[src/rtl/vr_rr_arbiter.sv]
// -----------------------------------------------------------------------------
// vr_rr_arbiter
//
// Round-robin arbiter that multiplexes N valid/ready producers into one
// registered, one-entry output stage with full-throughput backpressure.
//
// Optional feature (compile-time macro VR_ARB_BURST_EN):
//   When defined, a granted requester keeps the grant for up to MAX_BURST
//   consecutive accepted beats (ARB/LOCK FSM). When undefined, the grant
//   rotates on every accepted beat.
//
// Parameters:
//   N         number of requesters (2..16)
//   W         data width per beat
//   MAX_BURST beats per locked grant (1..255), burst build only
//
// Ports:
//   clk        clock
//   rst        asynchronous active-high reset
//   in_valid   [N]     per-requester valid
//   in_data    [N*W]   requester i data at [i*W +: W]
//   in_ready   [N]     per-requester ready, one-hot or zero
//   out_valid          output stage holds a beat
//   out_data   [W]     registered beat
//   out_ready          consumer ready
//   grant_idx  [log2N] requester that supplied the registered beat
// -----------------------------------------------------------------------------
module vr_rr_arbiter #(
  parameter int N         = 4,
  parameter int W         = 8,
  parameter int MAX_BURST = 4
) (
  input  logic                 clk,
  input  logic                 rst,
  input  logic [N-1:0]         in_valid,
  input  logic [N*W-1:0]       in_data,
  output logic [N-1:0]         in_ready,
  output logic                 out_valid,
  output logic [W-1:0]         out_data,
  input  logic                 out_ready,
  output logic [$clog2(N)-1:0] grant_idx
);

  localparam int IW = $clog2(N);

  // Increment modulo N, used for every priority-pointer update.
  function automatic logic [IW-1:0] wrap_inc(input logic [IW-1:0] v);
    logic [IW-1:0] r;
    if (v == IW'(N - 1)) begin
      r = '0;
    end else begin
      r = v + IW'(1);
    end
    return r;
  endfunction

  logic            valid_r;
  logic [W-1:0]    data_r;
  logic [IW-1:0]   grant_r;
  logic [IW-1:0]   ptr_r;
  logic [IW-1:0]   ptr_nxt_s;
  logic [IW-1:0]   rr_sel_s;
  logic [IW-1:0]   sel_s;
  logic            any_req_s;
  logic            stage_free_s;
  logic            accept_s;

  assign any_req_s    = |in_valid;
  assign stage_free_s = ~valid_r | out_ready;

  // Round-robin search starting at ptr_r; walking from the far end back
  // toward ptr_r lets the nearest requesting index win.
  always_comb begin
    rr_sel_s = ptr_r;
    for (int k = N - 1; k >= 0; k--) begin : search
      logic [IW:0] cand_w;
      cand_w = {1'b0, ptr_r} + (IW + 1)'(k);
      if (cand_w >= (IW + 1)'(N)) begin
        cand_w = cand_w - (IW + 1)'(N);
      end else begin
        cand_w = cand_w;
      end
      if (in_valid[cand_w[IW-1:0]]) begin
        rr_sel_s = cand_w[IW-1:0];
      end else begin
        rr_sel_s = rr_sel_s;
      end
    end
  end

`ifdef VR_ARB_BURST_EN
  localparam int CW = $clog2(MAX_BURST + 1);

  typedef enum logic [0:0] {ARB = 1'b0, LOCK = 1'b1} state_t;

  state_t          state_r;
  state_t          state_s;
  logic [IW-1:0]   owner_r;
  logic [IW-1:0]   owner_s;
  logic [CW-1:0]   cnt_r;
  logic [CW-1:0]   cnt_s;
  logic [CW-1:0]   cnt_inc_s;
  logic            lock_drop_s;

  assign cnt_inc_s   = cnt_r + CW'(1);
  // The owner releasing valid mid-burst ends the lock without a beat.
  assign lock_drop_s = (state_r == LOCK) & ~in_valid[owner_r];
  assign sel_s       = (state_r == LOCK) ? owner_r : rr_sel_s;
  assign accept_s    = ~rst & any_req_s & stage_free_s & ~lock_drop_s;

  // Burst FSM state, owner and beat counter.
  always_ff @(posedge clk or posedge rst) begin
    if (rst) begin
      state_r <= ARB;
      owner_r <= '0;
      cnt_r   <= '0;
    end else begin
      state_r <= state_s;
      owner_r <= owner_s;
      cnt_r   <= cnt_s;
    end
  end

  // Next-state, lock bookkeeping and pointer update.
  always_comb begin
    state_s   = state_r;
    owner_s   = owner_r;
    cnt_s     = cnt_r;
    ptr_nxt_s = ptr_r;
    case (state_r)
      ARB: begin
        if (accept_s && (MAX_BURST > 1)) begin
          state_s = LOCK;
          owner_s = sel_s;
          cnt_s   = CW'(1);
        end else if (accept_s) begin
          ptr_nxt_s = wrap_inc(sel_s);
        end else begin
          state_s = ARB;
        end
      end
      LOCK: begin
        if (lock_drop_s) begin
          state_s   = ARB;
          ptr_nxt_s = wrap_inc(owner_r);
        end else if (accept_s && (cnt_inc_s == CW'(MAX_BURST))) begin
          state_s   = ARB;
          cnt_s     = cnt_inc_s;
          ptr_nxt_s = wrap_inc(owner_r);
        end else if (accept_s) begin
          cnt_s = cnt_inc_s;
        end else begin
          state_s = LOCK;
        end
      end
      default: begin
        state_s = ARB;
      end
    endcase
  end
`else
  assign sel_s    = rr_sel_s;
  assign accept_s = ~rst & any_req_s & stage_free_s;

  // Grant rotates past the winner on every accepted beat.
  always_comb begin
    if (accept_s) begin
      ptr_nxt_s = wrap_inc(sel_s);
    end else begin
      ptr_nxt_s = ptr_r;
    end
  end
`endif

  // Ready is combinational so a free stage can take a beat every cycle.
  always_comb begin
    in_ready = '0;
    for (int i = 0; i < N; i++) begin
      in_ready[i] = accept_s & (sel_s == IW'(i));
    end
  end

  // Priority pointer register.
  always_ff @(posedge clk or posedge rst) begin
    if (rst) begin
      ptr_r <= '0;
    end else begin
      ptr_r <= ptr_nxt_s;
    end
  end

  // One-entry output stage; accept has precedence over drain so a beat
  // arriving while the old one leaves replaces it without a bubble.
  always_ff @(posedge clk or posedge rst) begin
    if (rst) begin
      valid_r <= 1'b0;
      data_r  <= '0;
      grant_r <= '0;
    end else if (accept_s) begin
      valid_r <= 1'b1;
      data_r  <= in_data[sel_s*W +: W];
      grant_r <= sel_s;
    end else if (valid_r && out_ready) begin
      valid_r <= 1'b0;
    end else begin
      valid_r <= valid_r;
    end
  end

  assign out_valid = valid_r;
  assign out_data  = data_r;
  assign grant_idx = grant_r;

endmodule

[config.mk]
export PLATFORM = sky130hd
export DESIGN_NAME = vr_rr_arbiter
export DESIGN_NICKNAME = d
export VERILOG_FILES = /design/src/rtl/vr_rr_arbiter.sv
export SDC_FILE = /design/constraint.sdc
export NUM_CORES = 1
export LEC_CHECK = 0
export ABC_AREA = 0
export BUFFER_PORTS_ARGS = -buffer_cell sky130_fd_sc_hd__buf_2
export CORE_AREA = 2 2 50 52
export DETAILED_ROUTE_END_ITERATION = 10
export DIE_AREA = 0 0 52 54
export GPL_ROUTABILITY_DRIVEN = 1
export MAX_ROUTING_LAYER = met4
export PLACE_DENSITY = 0.78
export SYNTH_ARGS = -nofsm -noshare
export SYNTH_HDL_FRONTEND = slang
export SYNTH_SLANG_ARGS = --single-unit
export TNS_END_PERCENT = 30
[constraint.sdc]
create_clock -name clk -period 6.2 [get_ports clk]
set_clock_uncertainty 0.2 [all_clocks]
set_input_delay 0.31 -clock clk [delete_from_list [all_inputs] [get_ports clk]]
set_output_delay 0.31 -clock clk [all_outputs]
set_load 0.02 [all_outputs]
==> results.txt <==
Initial Utilization - 0.419
CTS tree - done
crit end category - output port
largest net degree at the start of global routing - 19
area of the core - 2320 um^2
fin crit period - 3.18 ns
critical path data required time - 5.69 ns
Post-CTS Setup Inserts - 0
Post-Synthesis Mean Instance Area - 10.6 um^2
WL/cell - 14.2 um
critical path's most frequent cell - buf_2
area of the mapped netlist - 972 um^2
post-route ant nets - 0
DRT iter0 DRCs - 10
Power Density - 355 nW/um^2
outcome - completed
Routed WL - 2460 um
first-pass GRT wire length - 3580 um
Residual DRC - 0
Arr. time, crit path - 2.67 ns
via count - 944
Tcrit/Tclk final - 0.513
# port buffers - 53
leading cell type in the layout, fill and taps excluded - buf_2
CTS clock-pin slew for the worst setup and hold paths - 0.08 ns
CTS max path bufs - 2
crit-path max FO - 18
Clock Latency Late Sink - 0.26 ns
Least-Margin Pin Slew - 0.988 ns
DP Wirelength - 1910 um
initial antenna violation count - 0
P&R area growth vs syn - 28.8%
yosys synthesis warning count - 0
max incr delay on CP - 0.81 ns
CTS root buf - clkbuf_4
ANT cells - 0
fmax - 314 MHz
hold crit path type - in -> reg
Final Wtd Congestion - 0.800
clk sink count - 13
CP cell instances - dlygate4sd3_1 > buf_2 > nor3_2 > nand3_2 > nor2_1 > buf_2
Worst path slowest cell - nor3_2
number of global-route vias before repair - 859
IO Pins - 54
post-layout util - 0.540
Yosys cell types - 31
R2R Setup Slk - 3.69 ns
gr usage total - 0.179
die height - 54 um
cts bufs inserted - 3
worst setup margin - 3.02 ns
register area share after synthesis - 0.335
RSZ-0062 raised after global routing - false
pre-CTS WS - 3.47 ns
#FFs+latches synth - 13
die width - 52 um
Worst VDD drop - 0.174 mV
leakage - 0.000586 uW
worst rel slew slack - 0.338
most frequent cells in the layout - buf_2, a211oi_2, nor2_1, dfrtp_1, mux2i_1
max_cap viols - 0
grt ovf - 0
crit path launch type - input port
H-tree levels - 1
die area - 2810 um^2
drt via density - 5.43
syn nets - 131
std cell rows - 18
Hold Vio Cnt, Final - 0
Max Slew Vio Count - 0
kind of critical path - in -> out
share of layout cells above drive strength 1 - 0.528
Post-Syn Instances - 92
DR pass1 iterations - 4
NumNets Final - 184
setup violators final - 0
setup_tns - 0 ns
## flip-flops by register name, indices dropped and copies added, names as in the netlist
name and cells:
out_data 8, grant_idx 2, out_valid 1, ptr_r 2
## through the flow
step	total power, uW	cells	hold WS (ns)	area [um^2]
floorplan	343	92	-0.0130	972
global placement	386	169	0.175	1220
detailed placement	393	169	0.189	1220
CTS	448	174	0.150	1250
global route	475	174	0.145	1250
finish	444	174	0.153	1250
## critical path, delay by kind of cell
family / cells / cell delay [ns]
buffers and inverters: 3 / 0.86
AND/OR/NAND/NOR: 3 / 1.51
## kinds of logic after synthesis
kind of cell / Yosys count / share of synthesized area
AOI/OAI and AO/OA: 22 / 0.243
buffers and inverters: 8 / 0.0682
muxes: 11 / 0.116
xor gates and xnor gates: 1 / 0.00901
DFF: 13 / 0.335
and+or+nand+nor: 37 / 0.229
## power by group
part           internal, uW  switching (uW)
Sequential              121            21.8
Combinational          98.1             152
Clock                  24.9            27.1
Total                   244             201
## layout make-up
cell class / instances / area (um^2)
Clock buffer: 4 / 26.3
Fill cell: 227 / 1070
Inverter: 2 / 7.51
Multi-Input combinational cell: 71 / 581
Sequential cell: 13 / 325
Tap cell: 30 / 37.5
Timing Repair Buffer: 54 / 275
## path summary, 6_finish.rpt
check | startpoint | endpoint | cells after the start
worst min-delay path | out_ready | out_valid | 3
min in group asynchronous | rst | grant_idx[0] | 3
worst min register to register | grant_idx[0] | grant_idx[0] | 1
worst max register to register | out_valid | out_data[3] | 5
worst max-delay path | rst | in_ready[0] | 6
max in group asynchronous | rst | out_data[1] | 3
## what timing repair did
| item | CTS | global route |
|---|---|---|
| endpoints found under the hold margin | 13 | 0 |
| resized for setup | 0 | 0 |
| hold buffers | 1 | 0 |
## synthesized netlist by cell type, drive strengths merged
cell | n | area [um^2]
o21ai | 1 | 5.00
buf | 4 | 50.1
a211oi | 15 | 188
mux2 | 2 | 22.5
mux2i | 9 | 90.1
o21bai | 1 | 7.51
inv | 2 | 7.50
a221oi | 1 | 8.76
nor2 | 13 | 48.8
o21ba | 1 | 10.0
nor4 | 1 | 6.26
nor3 | 3 | 20.0
or3 | 1 | 6.26
and3b | 1 | 8.76
nor2b | 5 | 31.3
clkbuf | 2 | 8.75
a21oi | 2 | 10.0
dfrtp | 13 | 325
and2 | 1 | 6.26
o21a | 1 | 7.51
nand3 | 1 | 10.0
nor4b | 7 | 61.3
nand2 | 1 | 3.75
or4 | 1 | 7.51
xnor2 | 1 | 8.76
and3 | 2 | 12.5
## metal layers
layer | global-route usage | part of all wire | vias up
li1 | - | - | 455
met1 | 0.194 | 0.41 | 451
met2 | 0.329 | 0.52 | 36
met3 | 0.0278 | 0.066 | 2
met4 | 0.0658 | 0.0077 | 0
met5 | - | 0 | -
Power figures use the tool's default switching activity.
